File: src/rtl/pwm_pkg.sv
// Shared PWM types and register-select encodings; the generator and the capture block use the same sel map.
package pwm_pkg;

   typedef enum logic [1:0] {
      IDLE = 2'd0,
      HIGH = 2'd1,
      LOW  = 2'd2
   } cap_state_t;

   localparam logic [1:0] SEL_STAT = 2'd0;
   localparam logic [1:0] SEL_HI   = 2'd1;
   localparam logic [1:0] SEL_PER  = 2'd2;
   localparam logic [1:0] SEL_CNT  = 2'd3;

   localparam int STAT_VALID = 0;
   localparam int STAT_OVF   = 1;
   localparam int STAT_LVL   = 2;

endpackage

File: src/rtl/pwm_capture_if.sv
// Control-bus view of the PWM capture block: input waveform, clear strobe and register readback.
interface pwm_capture_if #(
   parameter int W = 16
) ();
   logic         pwm_in;
   logic         clr;
   logic [1:0]   sel;
   logic [W-1:0] q;
   logic         valid;
   logic         ovf;

   modport master (
      output pwm_in, clr, sel,
      input  q, valid, ovf
   );

   modport slave (
      input  pwm_in, clr, sel,
      output q, valid, ovf
   );
endinterface

File: src/rtl/pwm_in_filter.sv
// Input conditioning: 2-flop synchronizer, optional glitch filter (PWM_CAP_FILTER_EN), edge detect.
// Edges appear 3 clocks after pwm_in moves, FILT_LEN-1 more with the filter.
module pwm_in_filter #(
   parameter int FILT_LEN = 3
) (
   input  logic clk,
   input  logic nrst,
   input  logic pwm_in,
   output logic s,
   output logic rise,
   output logic fall
);

   if (FILT_LEN < 2) begin : g_bad_len
      $error("FILT_LEN must be at least 2");
   end

   logic sync1_q, sync1_d;
   logic sync2_q, sync2_d;
   logic prev_q, prev_d;
   logic filt_lvl;

`ifdef PWM_CAP_FILTER_EN
   localparam int CW = $clog2(FILT_LEN + 1);

   logic          filt_q, filt_d;
   logic [CW-1:0] fcnt_q, fcnt_d;
   logic          differ;
   logic          flip;

   // The output follows in the same cycle the FILT_LEN-th differing sample is
   // seen, so the filter adds FILT_LEN-1 clocks rather than FILT_LEN.
   always_comb begin
      differ   = (sync2_q != filt_q);
      flip     = differ && (fcnt_q == CW'(FILT_LEN - 1));
      filt_lvl = flip ? sync2_q : filt_q;
      filt_d   = filt_lvl;
      fcnt_d   = (differ && !flip) ? fcnt_q + CW'(1) : '0;
   end

   always_ff @(posedge clk) begin
      if (!nrst) begin
         filt_q <= 1'b0;
         fcnt_q <= '0;
      end else begin
         filt_q <= filt_d;
         fcnt_q <= fcnt_d;
      end
   end
`else
   always_comb filt_lvl = sync2_q;
`endif

   always_comb begin
      sync1_d = pwm_in;
      sync2_d = sync1_q;
      prev_d  = filt_lvl;
      s       = filt_lvl;
      rise    = filt_lvl & ~prev_q;
      fall    = ~filt_lvl & prev_q;
   end

   always_ff @(posedge clk) begin
      if (!nrst) begin
         sync1_q <= 1'b0;
         sync2_q <= 1'b0;
         prev_q  <= 1'b0;
      end else begin
         sync1_q <= sync1_d;
         sync2_q <= sync2_d;
         prev_q  <= prev_d;
      end
   end

endmodule

File: src/rtl/pwm_capture.sv
// Measures high time (hi = H) and period (per = P-1) of pwm_in in generator register encoding.
// Optional glitch filter enabled by defining PWM_CAP_FILTER_EN.
module pwm_capture
   import pwm_pkg::*;
#(
   parameter int W        = 16,
   parameter int FILT_LEN = 3
) (
   input  logic          clk,
   input  logic          nrst,
   pwm_capture_if.slave  bus
);

   localparam logic [W-1:0] CNT_MAX = '1;

   logic s, rise, fall;

   pwm_in_filter #(.FILT_LEN(FILT_LEN)) u_in (
      .clk    (clk),
      .nrst   (nrst),
      .pwm_in (bus.pwm_in),
      .s      (s),
      .rise   (rise),
      .fall   (fall)
   );

   cap_state_t   state_q, state_d;
   logic [W-1:0] cnt_q, cnt_d;
   logic [W-1:0] hi_tmp_q, hi_tmp_d;
   logic [W-1:0] hi_q, hi_d;
   logic [W-1:0] per_q, per_d;
   logic         valid_q, valid_d;
   logic         ovf_q, ovf_d;

   logic [W-1:0] cnt_inc;
   logic         at_max;
   logic         timeout;

   always_comb begin
      at_max  = (cnt_q == CNT_MAX);
      cnt_inc = at_max ? cnt_q : cnt_q + W'(1);
      timeout = at_max && (((state_q == HIGH) && !fall) || ((state_q == LOW) && !rise));
   end

   always_ff @(posedge clk) begin
      if (!nrst) state_q <= IDLE;
      else       state_q <= state_d;
   end

   always_comb begin
      state_d = state_q;
      case (state_q)
         IDLE:    if (rise) state_d = HIGH;
         HIGH:    if (fall) state_d = LOW;  else if (at_max) state_d = IDLE;
         LOW:     if (rise) state_d = HIGH; else if (at_max) state_d = IDLE;
         default: state_d = IDLE;
      endcase
   end

   always_comb begin
      cnt_d    = cnt_q;
      hi_tmp_d = hi_tmp_q;
      hi_d     = hi_q;
      per_d    = per_q;
      valid_d  = valid_q;
      ovf_d    = ovf_q;
      case (state_q)
         IDLE: cnt_d = '0;
         HIGH: begin
            cnt_d = cnt_inc;
            if (fall) hi_tmp_d = cnt_inc;
         end
         LOW: begin
            if (rise) begin
               // hi and per move together so a readback never pairs two periods.
               hi_d    = hi_tmp_q;
               per_d   = cnt_q;
               cnt_d   = '0;
               valid_d = 1'b1;
            end else begin
               cnt_d = cnt_inc;
            end
         end
         default: cnt_d = '0;
      endcase
      if (timeout) begin
         cnt_d   = '0;
         ovf_d   = 1'b1;
         valid_d = 1'b0;
      end
      // clr only touches the reported results; timing of the current period carries on.
      if (bus.clr) begin
         valid_d = 1'b0;
         ovf_d   = 1'b0;
         hi_d    = '0;
         per_d   = '0;
      end
   end

   always_ff @(posedge clk) begin
      if (!nrst) begin
         cnt_q    <= '0;
         hi_tmp_q <= '0;
         hi_q     <= '0;
         per_q    <= '0;
         valid_q  <= 1'b0;
         ovf_q    <= 1'b0;
      end else begin
         cnt_q    <= cnt_d;
         hi_tmp_q <= hi_tmp_d;
         hi_q     <= hi_d;
         per_q    <= per_d;
         valid_q  <= valid_d;
         ovf_q    <= ovf_d;
      end
   end

   always_comb begin
      bus.q     = '0;
      bus.valid = valid_q;
      bus.ovf   = ovf_q;
      case (bus.sel)
         SEL_STAT: begin
            bus.q[STAT_VALID] = valid_q;
            bus.q[STAT_OVF]   = ovf_q;
            bus.q[STAT_LVL]   = s;
         end
         SEL_HI:   bus.q = hi_q;
         SEL_PER:  bus.q = per_q;
         SEL_CNT:  bus.q = cnt_q;
         default:  bus.q = '0;
      endcase
   end

endmodule

File: src/flat_wrapper.sv
// flat-port wrapper written by rule: the top's interface ports become plain ports
module pwm_capture_flat import pwm_pkg::*;
#(
   parameter int W        = 16,
   parameter int FILT_LEN = 3
)
  (clk, nrst, bus_pwm_in, bus_clr, bus_sel, bus_q, bus_valid, bus_ovf);
  pwm_capture_if #(.W(W)) bus_i ();
  input  logic clk;
  input  logic nrst;
  input wire logic [$bits(bus_i.pwm_in)-1:0] bus_pwm_in;
  input wire logic [$bits(bus_i.clr)-1:0] bus_clr;
  input wire logic [$bits(bus_i.sel)-1:0] bus_sel;
  output wire logic [$bits(bus_i.q)-1:0] bus_q;
  output wire logic [$bits(bus_i.valid)-1:0] bus_valid;
  output wire logic [$bits(bus_i.ovf)-1:0] bus_ovf;
  assign bus_i.pwm_in = bus_pwm_in;
  assign bus_i.clr = bus_clr;
  assign bus_i.sel = bus_sel;
  assign bus_q = bus_i.q;
  assign bus_valid = bus_i.valid;
  assign bus_ovf = bus_i.ovf;
  pwm_capture #(.W(W), .FILT_LEN(FILT_LEN)) u_core (.clk(clk), .nrst(nrst), .bus(bus_i));
endmodule
File: config.mk
export PLATFORM = sky130hd
export DESIGN_NAME = pwm_capture_flat
export DESIGN_NICKNAME = d
export VERILOG_FILES = /design/src/rtl/pwm_pkg.sv /design/src/rtl/pwm_capture_if.sv /design/src/rtl/pwm_in_filter.sv /design/src/rtl/pwm_capture.sv /design/src/flat_wrapper.sv
export SDC_FILE = /design/constraint.sdc
export NUM_CORES = 1
export LEC_CHECK = 0
export BUFFER_PORTS_ARGS = -buffer_cell sky130_fd_sc_hd__buf_2
export CAP_MARGIN = 15
export CORE_UTILIZATION = 40
export CTS_BUF_LIST = sky130_fd_sc_hd__clkbuf_8
export CTS_CLUSTER_DIAMETER = 50
export DETAILED_ROUTE_END_ITERATION = 8
export PLACE_DENSITY_LB_ADDON = 0.2
export SLEW_MARGIN = 10
export SYNTH_ARGS = -nofsm -noshare
export SYNTH_HDL_FRONTEND = slang
export SYNTH_SLANG_ARGS = --single-unit
export TNS_END_PERCENT = 20
File: constraint.sdc
create_clock -name clk -period 5.62 [get_ports clk]
set_input_delay 1.124 -clock clk [delete_from_list [all_inputs] [get_ports clk]]
set_output_delay 1.124 -clock clk [all_outputs]
set_load 0.005 [all_outputs]
======== Word-level counts from Yosys, hierarchy flattened ========
Cells that the tools add are included.
word-level totals
  register bits ........................... 71
  word-level logic and storage cells ...... 46
operators by class
  add/sub/neg operators ................... 1
  equal/unequal tests ..................... 7
  mux-type cells .......................... 10
  bitwise logic cells ..................... 5
  reductions and logical operators ........ 13
operators with widths
  operator                 number
  $pmux W13 S3             1
  $mux W16                 2
  $pmux W16 S2             1
  $add A16 B1 Y16 const B  1
  $eq A16 B16 Y1 const B   1
  $pmux W3 S4              1
  $mux W2                  4
  $eq A2 B2 Y1 const B     3
  $pmux W2 S3              1
  $eq A2 B1 Y1 const B     2
  $logic_not A2 Y1         2
  $reduce_and A2 Y1        2
  $reduce_or A2 Y1         2
  $logic_and A1 B1 Y1      3
  $not A1 Y1               3
  $reduce_or A3 Y1         1
  $and A1 B1 Y1            2
  $logic_not A1 Y1         2
  $ne A2 B1 Y1 const B     1
  $logic_or A1 B1 Y1       1

======== Logic depth before layout (Yosys ltp) ========
Gate-level depths: netlist (run 1).
  word-level depth ........................ 7
  mapped depth ............................ 8
  gate-level depth less buffers ........... 6

======== Modules after synthesis ========
A second synthesis (run 1) with hierarchy kept.
unflattened totals
  cell total of the unflattened synthesis .. 408
  area total of the unflattened synthesis .. 3,400.8 um^2
modules (own cells, without submodules)
  module         instances  cells an instance  area each (um^2)  sequential area each (um^2)
  pwm_capture    1          400                3,309.4           1,361.3
  pwm_in_filter  1          8                  91.3              60.1

======== Worst setup path before layout (run 1) ========
Ideal clock, no wire load.
  path type ............................... input -> output
  from .................................... in bus_sel[1]
  to ...................................... out bus_q[10]
  arrival ................................. 2,350 ps
  path slack .............................. 2,146 ps
  stages on the path ...................... 4
  cells stage by stage .................... clkbuf_1 -> clkbuf_1 -> mux2_2 -> a22o_1
on the way
  cells in the longest elaborated chain, start to end .. 2
RTL lines
  what                                                 RTL line            source
  from (decl)                                          flat_wrapper.sv:13  input wire logic [$bits(bus_i.sel)-1:0] bus_sel;
  $eq A2 B2 Y1 / $eq A2 B1 Y1 (equally long branches)  pwm_capture.sv:122  case (bus.sel)
  $pmux W13 S3 *                                       pwm_capture.sv:122
  to (decl)                                            flat_wrapper.sv:14  output wire logic [$bits(bus_i.q)-1:0] bus_q;
Every way passes the cells marked *; elsewhere a longest branch is shown, timed or not.

======== Worst setup path in the final report (run 1) ========
  from .................................... in bus_sel[1]
  to ...................................... out bus_q[11]
The elaborated chain is that of the path after synthesis.

==> results of run 1 <==
-- power by group through the flow --
stage / Combinational, W / Sequential, W / Clock, W
2_1_floorplan: 0.0000190 / 0.000517 / 0
3_3_place_gp: 0.0000257 / 0.000518 / 0
3_5_place_dp: 0.0000265 / 0.000518 / 0
4_1_cts: 0.0000266 / 0.000506 / 0.000506
5_1_grt: 0.0000287 / 0.000506 / 0.000535
6_report: 0.0000261 / 0.000506 / 0.000495
-- worst max-delay path by stage --
stage	from	to	slack [ns]	cells after the start
finish	bus_sel[1]	bus_q[11]	1.72	4
global route	bus_sel[1]	bus_q[7]	1.59	4
CTS	bus_sel[1]	bus_q[3]	1.75	4
detailed placement	bus_sel[1]	bus_q[3]	1.75	4
global placement	bus_sel[1]	bus_q[8]	1.82	4
floorplan	bus_sel[1]	bus_q[10]	2.15	4
-- layout by cell type (no fill, tap or decap), drive strengths merged, types with 3 or more instances in the layout --
cell	n
a211oi	8
nand2	75
a21boi	6
nor2	11
or2	4
nor3	10
nor4	6
clkbuf	10
inv	7
nand2b	3
o31ai	5
nand4	4
or3	3
a21oi	34
o21ai	19
and2	3
dfxtp	71
bufinv	3
a31oi	11
ha	5
nand3	8
mux4	3
a22o	13
or4	6
buf	26
mux2	13
-- sequential cells by signal, summed over array words and instances, names as in the netlist --
signal	flops
u_core.hi_q	16
u_core.u_in.s	1
u_core.bus.ovf	1
u_core.bus.valid	1
u_core.state_q	2
u_core.cnt_q	16
u_core.per_q	16
u_core.hi_tmp_q	16
u_core.u_in.sync1_q	1
u_core.u_in.prev_q	1
-- worst register-to-register path: stages, from the launching register on --
cell     delay (ns)
dfxtp_1        0.47
ha_1           0.25
and3_1         0.31
nand2_2        0.19
nor4b_4        0.98
nor4_1         0.14
-- cell type report --
class	count	area, µm²	share of cell area [%]
inverters	7	26.28	0.7207
clock buffers	10	137.6	3.775
clock inverters	5	106.4	2.917
multi-input cells	270	1689	46.33
well taps	102	127.6	3.500
repair buffers	26	137.6	3.775
flip-flops and latches	71	1421	38.98
-- logic make-up (layout without fill, tap and decap cells) --
group                      after synthesis  in the layout  share of synthesized area (%)
AOI/OAI and AO/OA                      104            104                          20.35
DFF                                     71             71                          43.71
muxes                                   17             17                          6.887
and+or+nand+nor                        143            143                          22.43
xor gates and xnor gates                 1              1                         0.2694
buffers and inverters                   35             48                          4.425
adders and majority gates                5              5                          1.924
-- per-layer routing --
| layer | share of wire (%) | vias up |
|---|---|---|
| met1 | 47 | 1341 |
| met2 | 48 | 55 |
| met3 | 3.3 | 17 |
| met4 | 2.1 | 0 |
| li1 | - | 1367 |
| met5 | 0 | - |
-- per-stage QoR --
stage | total power [W] | cell area [µm²]
2_1_floorplan | 0.0005362 | 3252
3_3_place_gp | 0.0005434 | 3402
3_5_place_dp | 0.0005441 | 3402
4_1_cts | 0.001039 | 3646
5_1_grt | 0.001069 | 3646
6_report | 0.001027 | 3646
==> impl_metrics.tcl, run 1 <==
set metrics [dict create \
    grt_max_degree 35 \
    skew_ns 0.01020 \
    syn_inst 376 \
    num_vias 2780 \
    setup.worst_path.start_class "input port" \
    via_per_inst 5.662 \
    fin_nets 396 \
    crit_top_cell "buf_2" \
    arrival_ns 2.77 \
    ir_worst_vdd_v 0.0001247 \
    antenna_found_initial 0 \
    first_iter_violations 130 \
    finalCritPeriodShare_pct 69.33 \
    cap_violations 0 \
    htreeDepth 3 \
    path_buf_inv 2 \
    p_sw_share_pct 20.40 \
    layout-area-overhead-vs-synth_pct 12.12 \
    syn_area_um2 3252 \
    drc_errors 0 \
    setup_violations 0 \
    synth_top_cell_area_share_pct 43.71 \
    power_per_cell_area_nw_per_um2 281.8 \
    syn-num-nets 387 \
    hold-path-cell-count 1 \
    dp_hpwl_um 5057 \
    finalMaxSlewViolations 0 \
    whs_endpoint "u_core.u_in.s" \
    worstReg2RegStart "u_core.cnt_q[0]" \
    r2r_cells 5 \
    cts_resized 0 \
    ys_types 52 \
    ys_top_cells_by_area "dfxtp_1 44%, nand2_1 8.5%, a21oi_1 5.2%" \
    io_buffers 23 \
    synth_top_area_cell "dfxtp_1" \
    placed_cells 476 \
    die_x_um 92.17 \
    cts_sinks 71 \
    core-area_um2 7807 \
    finalNonFillerCells 491 \
    wl_per_cell_um 15.76 \
    clk_pin_slew_worst_paths_ns 0.07 \
    grt_pass1_wl_um 13120 \
    diodes 0 \
    crit_family "simple AND/OR/NAND/NOR gates" \
    internal_power_w 0.0008179 \
    rsz0062_at_grt "false" \
    start_util_pct 41.65 \
    clockRootBuffer "clkbuf_8" \
    cts_tree "done" \
    first_pass_iters 4 \
    switchingPower_w 0.0002096 \
    first_global_vias 2704 \
    tightest_slew_ns 1.076 \
    max_freq_ghz 0.2567 \
    num-fill-cells 772 \
    post-cts-setup-buffers 0 \
    die-area_um2 8494 \
    end_kind "output pin" \
    final_util_pct 46.70 \
    p_clk_share_pct 48.2 \
    synthArstFlopShare_pct 0 \
    timing.hold.ws_ns 0.4367 \
    pin_count 24 \
    hp-class "register to register" \
    r2r_setup_slack_ns 3.11 \
    drive_gt1_share_pct 18.25 \
    crit_path_top_delay_cell "nor2b_1" \
    dominantRegCellSynth "dfxtp_1" \
    grt.busiest_layer "met2" \
    met1_usage_pct 23.15 \
    antenna_left 0 \
    clk_path_buf_depth 2 \
    min_period_ns 3.896 \
    r2r_end "u_core.cnt_q[3]" \
    yosys-top-cells-count "74 x nand2_1, 71 x dfxtp_1, 34 x a21oi_1, 21 x clkbuf_1, 19 x o21ai_0" \
    final-hold-violation-count 0 \
    crit_fanout 17 \
    ys_seq_elements 71 \
    clk_latency_ns 0.35 \
    min-delay-start "u_core.u_in.sync1_q" \
    met3_usage_pct 6.468 \
    num_rows 32 \
    setup_tns_ns 0 \
    status "finished, final reports clean" \
    p_comb_share_pct 2.5 \
    finalWorstSetupSlack_ns 1.724 \
    routed_wl_um 7740 \
    grt_use_met2_pct 35.14 \
    synth.most_common_cell "nand2_1" \
    gp_congestion 0.7845 \
    die_y_um 92.17 \
    synth_warnings 0 \
    cts_buffers 9 \
    leakage_nw 1.237 \
    avgSynthCellArea_um2 8.649 \
    seq_area_frac_synth_pct 43.71 \
    synth_edf_count 0 \
    post-place-ws_ns 1.748 \
    crit_type "input port to output pin" \
    required_ns 4.50 \
    worstPathCellList "buf_2 > nor2b_1 > a22o_1 > buf_2" \
    grt_usage_pct 20.20 \
    overflow 0 \
    p_seq_share_pct 49.2 \
    cts_hold_buf 0 \
    slowest_delay_ns 0.88 \
    slew_headroom_pct 27.94 \
]
(Power assumes the default switching activity.)
==> run 2: changes to the inputs <==
- clock period: 5.62 -> 3.8 ns (I/O delays scaled with it)
==> run 2 against run 1 <==
  * Critical path depth grew 1
  * Largest cell class unchanged
  * Count of clock-buffer cells in the layout is the same
  * Critical path type unchanged
  * Clock skew about the same
  * Non-clock buffer count increased by 2
  * Worst hold slack improved by 0.0085 ns
  * Sequential cell count did not move
  * Combinational power increased by 49%
  * Sequential share of layout area is 0.067 points higher
  * Highest routed layer unchanged
  * Wire length is 0.81% lower
  * Global-route usage decreased by 0.39 points
  * First-iteration DRC count grew 7.7%
  * Die area unchanged
==> impl_metrics.tcl, run 2 (synthesized netlist as in run 1, its figures left out) <==
set metrics [dict create \
    io_buffers 23 \
    ir_worst_vdd_v 0.0002688 \
    cap_violations 0 \
    htreeDepth 3 \
    worstPathCellList "buf_2 > nor2b_1 > buf_4 > a22o_1 > buf_2" \
    tightest_slew_ns 0.7944 \
    fin_nets 398 \
    p_seq_share_pct 51.5 \
    rsz0062_at_grt "false" \
    cts_buffers 9 \
    max_freq_ghz 0.3729 \
    finalCritPeriodShare_pct 70.57 \
    power_per_cell_area_nw_per_um2 399.1 \
    required_ns 3.04 \
    slowest_delay_ns 0.37 \
    end_kind "output pin" \
    p_clk_share_pct 45.8 \
    layout-area-overhead-vs-synth_pct 11.93 \
    clk_pin_slew_worst_paths_ns 0.07 \
    leakage_nw 1.243 \
    cts_tree "done" \
    antenna_left 0 \
    drc_errors 0 \
    gp_congestion 0.7405 \
    setup.worst_path.start_class "input port" \
    routed_wl_um 7677 \
    wl_per_cell_um 15.54 \
    first_global_vias 2750 \
    grt_use_met2_pct 35.39 \
    crit_fanout 17 \
    arrival_ns 1.92 \
    pin_count 24 \
    met1_usage_pct 23.75 \
    crit_top_cell "buf_2" \
    num_vias 2740 \
    core-area_um2 7807 \
    die_y_um 92.17 \
    grt_max_degree 35 \
    num-fill-cells 799 \
    timing.hold.ws_ns 0.4452 \
    clk_path_buf_depth 2 \
    final-hold-violation-count 0 \
    antenna_found_initial 0 \
    switchingPower_w 0.0003087 \
    clk_latency_ns 0.34 \
    p_comb_share_pct 2.7 \
    status "finished, final reports clean" \
    skew_ns 0.01024 \
    slew_headroom_pct 47.04 \
    crit_path_top_delay_cell "buf_2" \
    cts_resized 0 \
    min_period_ns 2.682 \
    first_iter_violations 140 \
    via_per_inst 5.547 \
    die-area_um2 8494 \
    hp-class "register to register" \
    overflow 0 \
    layout_common_cells "74 x nand2_1, 71 x dfxtp_1, 34 x a21oi_1" \
    clockRootBuffer "clkbuf_8" \
    setup_violations 0 \
    finalPower_w 0.001453 \
    p_sw_share_pct 21.25 \
    start_util_pct 41.65 \
    path_buf_inv 3 \
    dp_hpwl_um 5042 \
    final_common_cell "nand2_1" \
    num_rows 32 \
    cts_sinks 71 \
    die_x_um 92.17 \
    crit_type "input port to output pin" \
    crit_family "buffers and inverters" \
    drive_gt1_share_pct 18.62 \
    cts_hold_buf 0 \
    diodes 0 \
    first_pass_iters 6 \
    post-cts-setup-buffers 0 \
    finalMaxSlewViolations 0 \
    grt_pass1_wl_um 13310 \
    internal_power_w 0.001144 \
    met3_usage_pct 4.561 \
    setup_tns_ns 0 \
    grt_usage_pct 19.81 \
    grt.busiest_layer "met2" \
]
run 2: cell types whose count changed in the layout (fill, tap and decap cells not counted):
cell       change
clkinv_2       +1
inv_1          +1
bufinv_16      -1
buf_4          +2
run 2: power groups by stage:
stage | logic [W] | clock network (W) | registers [W]
floorplan | 0.0000281 | 0 | 0.000765
global placement | 0.0000389 | 0 | 0.000766
detailed placement | 0.0000391 | 0 | 0.000766
CTS | 0.0000394 | 0.000682 | 0.000748
global route | 0.0000428 | 0.000712 | 0.000749
finish | 0.0000390 | 0.000665 | 0.000748
run 2: worst paths after layout:
path	slack (ns)	end	start	cells after the start
worst max-delay path	1.12	bus_q[10]	bus_sel[1]	5
worst min-delay path	0.45	u_core.u_in.s	u_core.u_in.sync1_q	1
worst max register to register	1.44	u_core.cnt_q[15]	u_core.cnt_q[0]	6
worst min register to register	0.45	u_core.u_in.s	u_core.u_in.sync1_q	1
run 2: layout make-up:
cell class                 instances  area, µm²  share of cell area, %
clock inverter                     6      85.08                  2.338
sequential                        71       1421                  39.05
timing repair buffer              28      152.6                  4.194
multi-input combinational        270       1689                  46.41
clock buffer                      10      137.6                  3.781
inverter                           7      26.28                 0.7219
tap                              102      127.6                  3.506
run 2: through the flow:
stage,cell area (µm²),setup WS (ns),cells,utilization [%]
after floorplan,3252,1.054,376,-
after global routing,3640,0.9756,494,46.62
after detailed placement,3417,1.122,478,43.77
final,3640,1.118,494,46.62
after CTS,3640,1.109,494,46.62
after global placement,3417,1.161,478,43.77
run 2: metal layers:
layer,vias up,wire [µm]
met4,0,31
li1,1376,-
met5,-,0
met3,5,180
met1,1327,3614
met2,32,3851
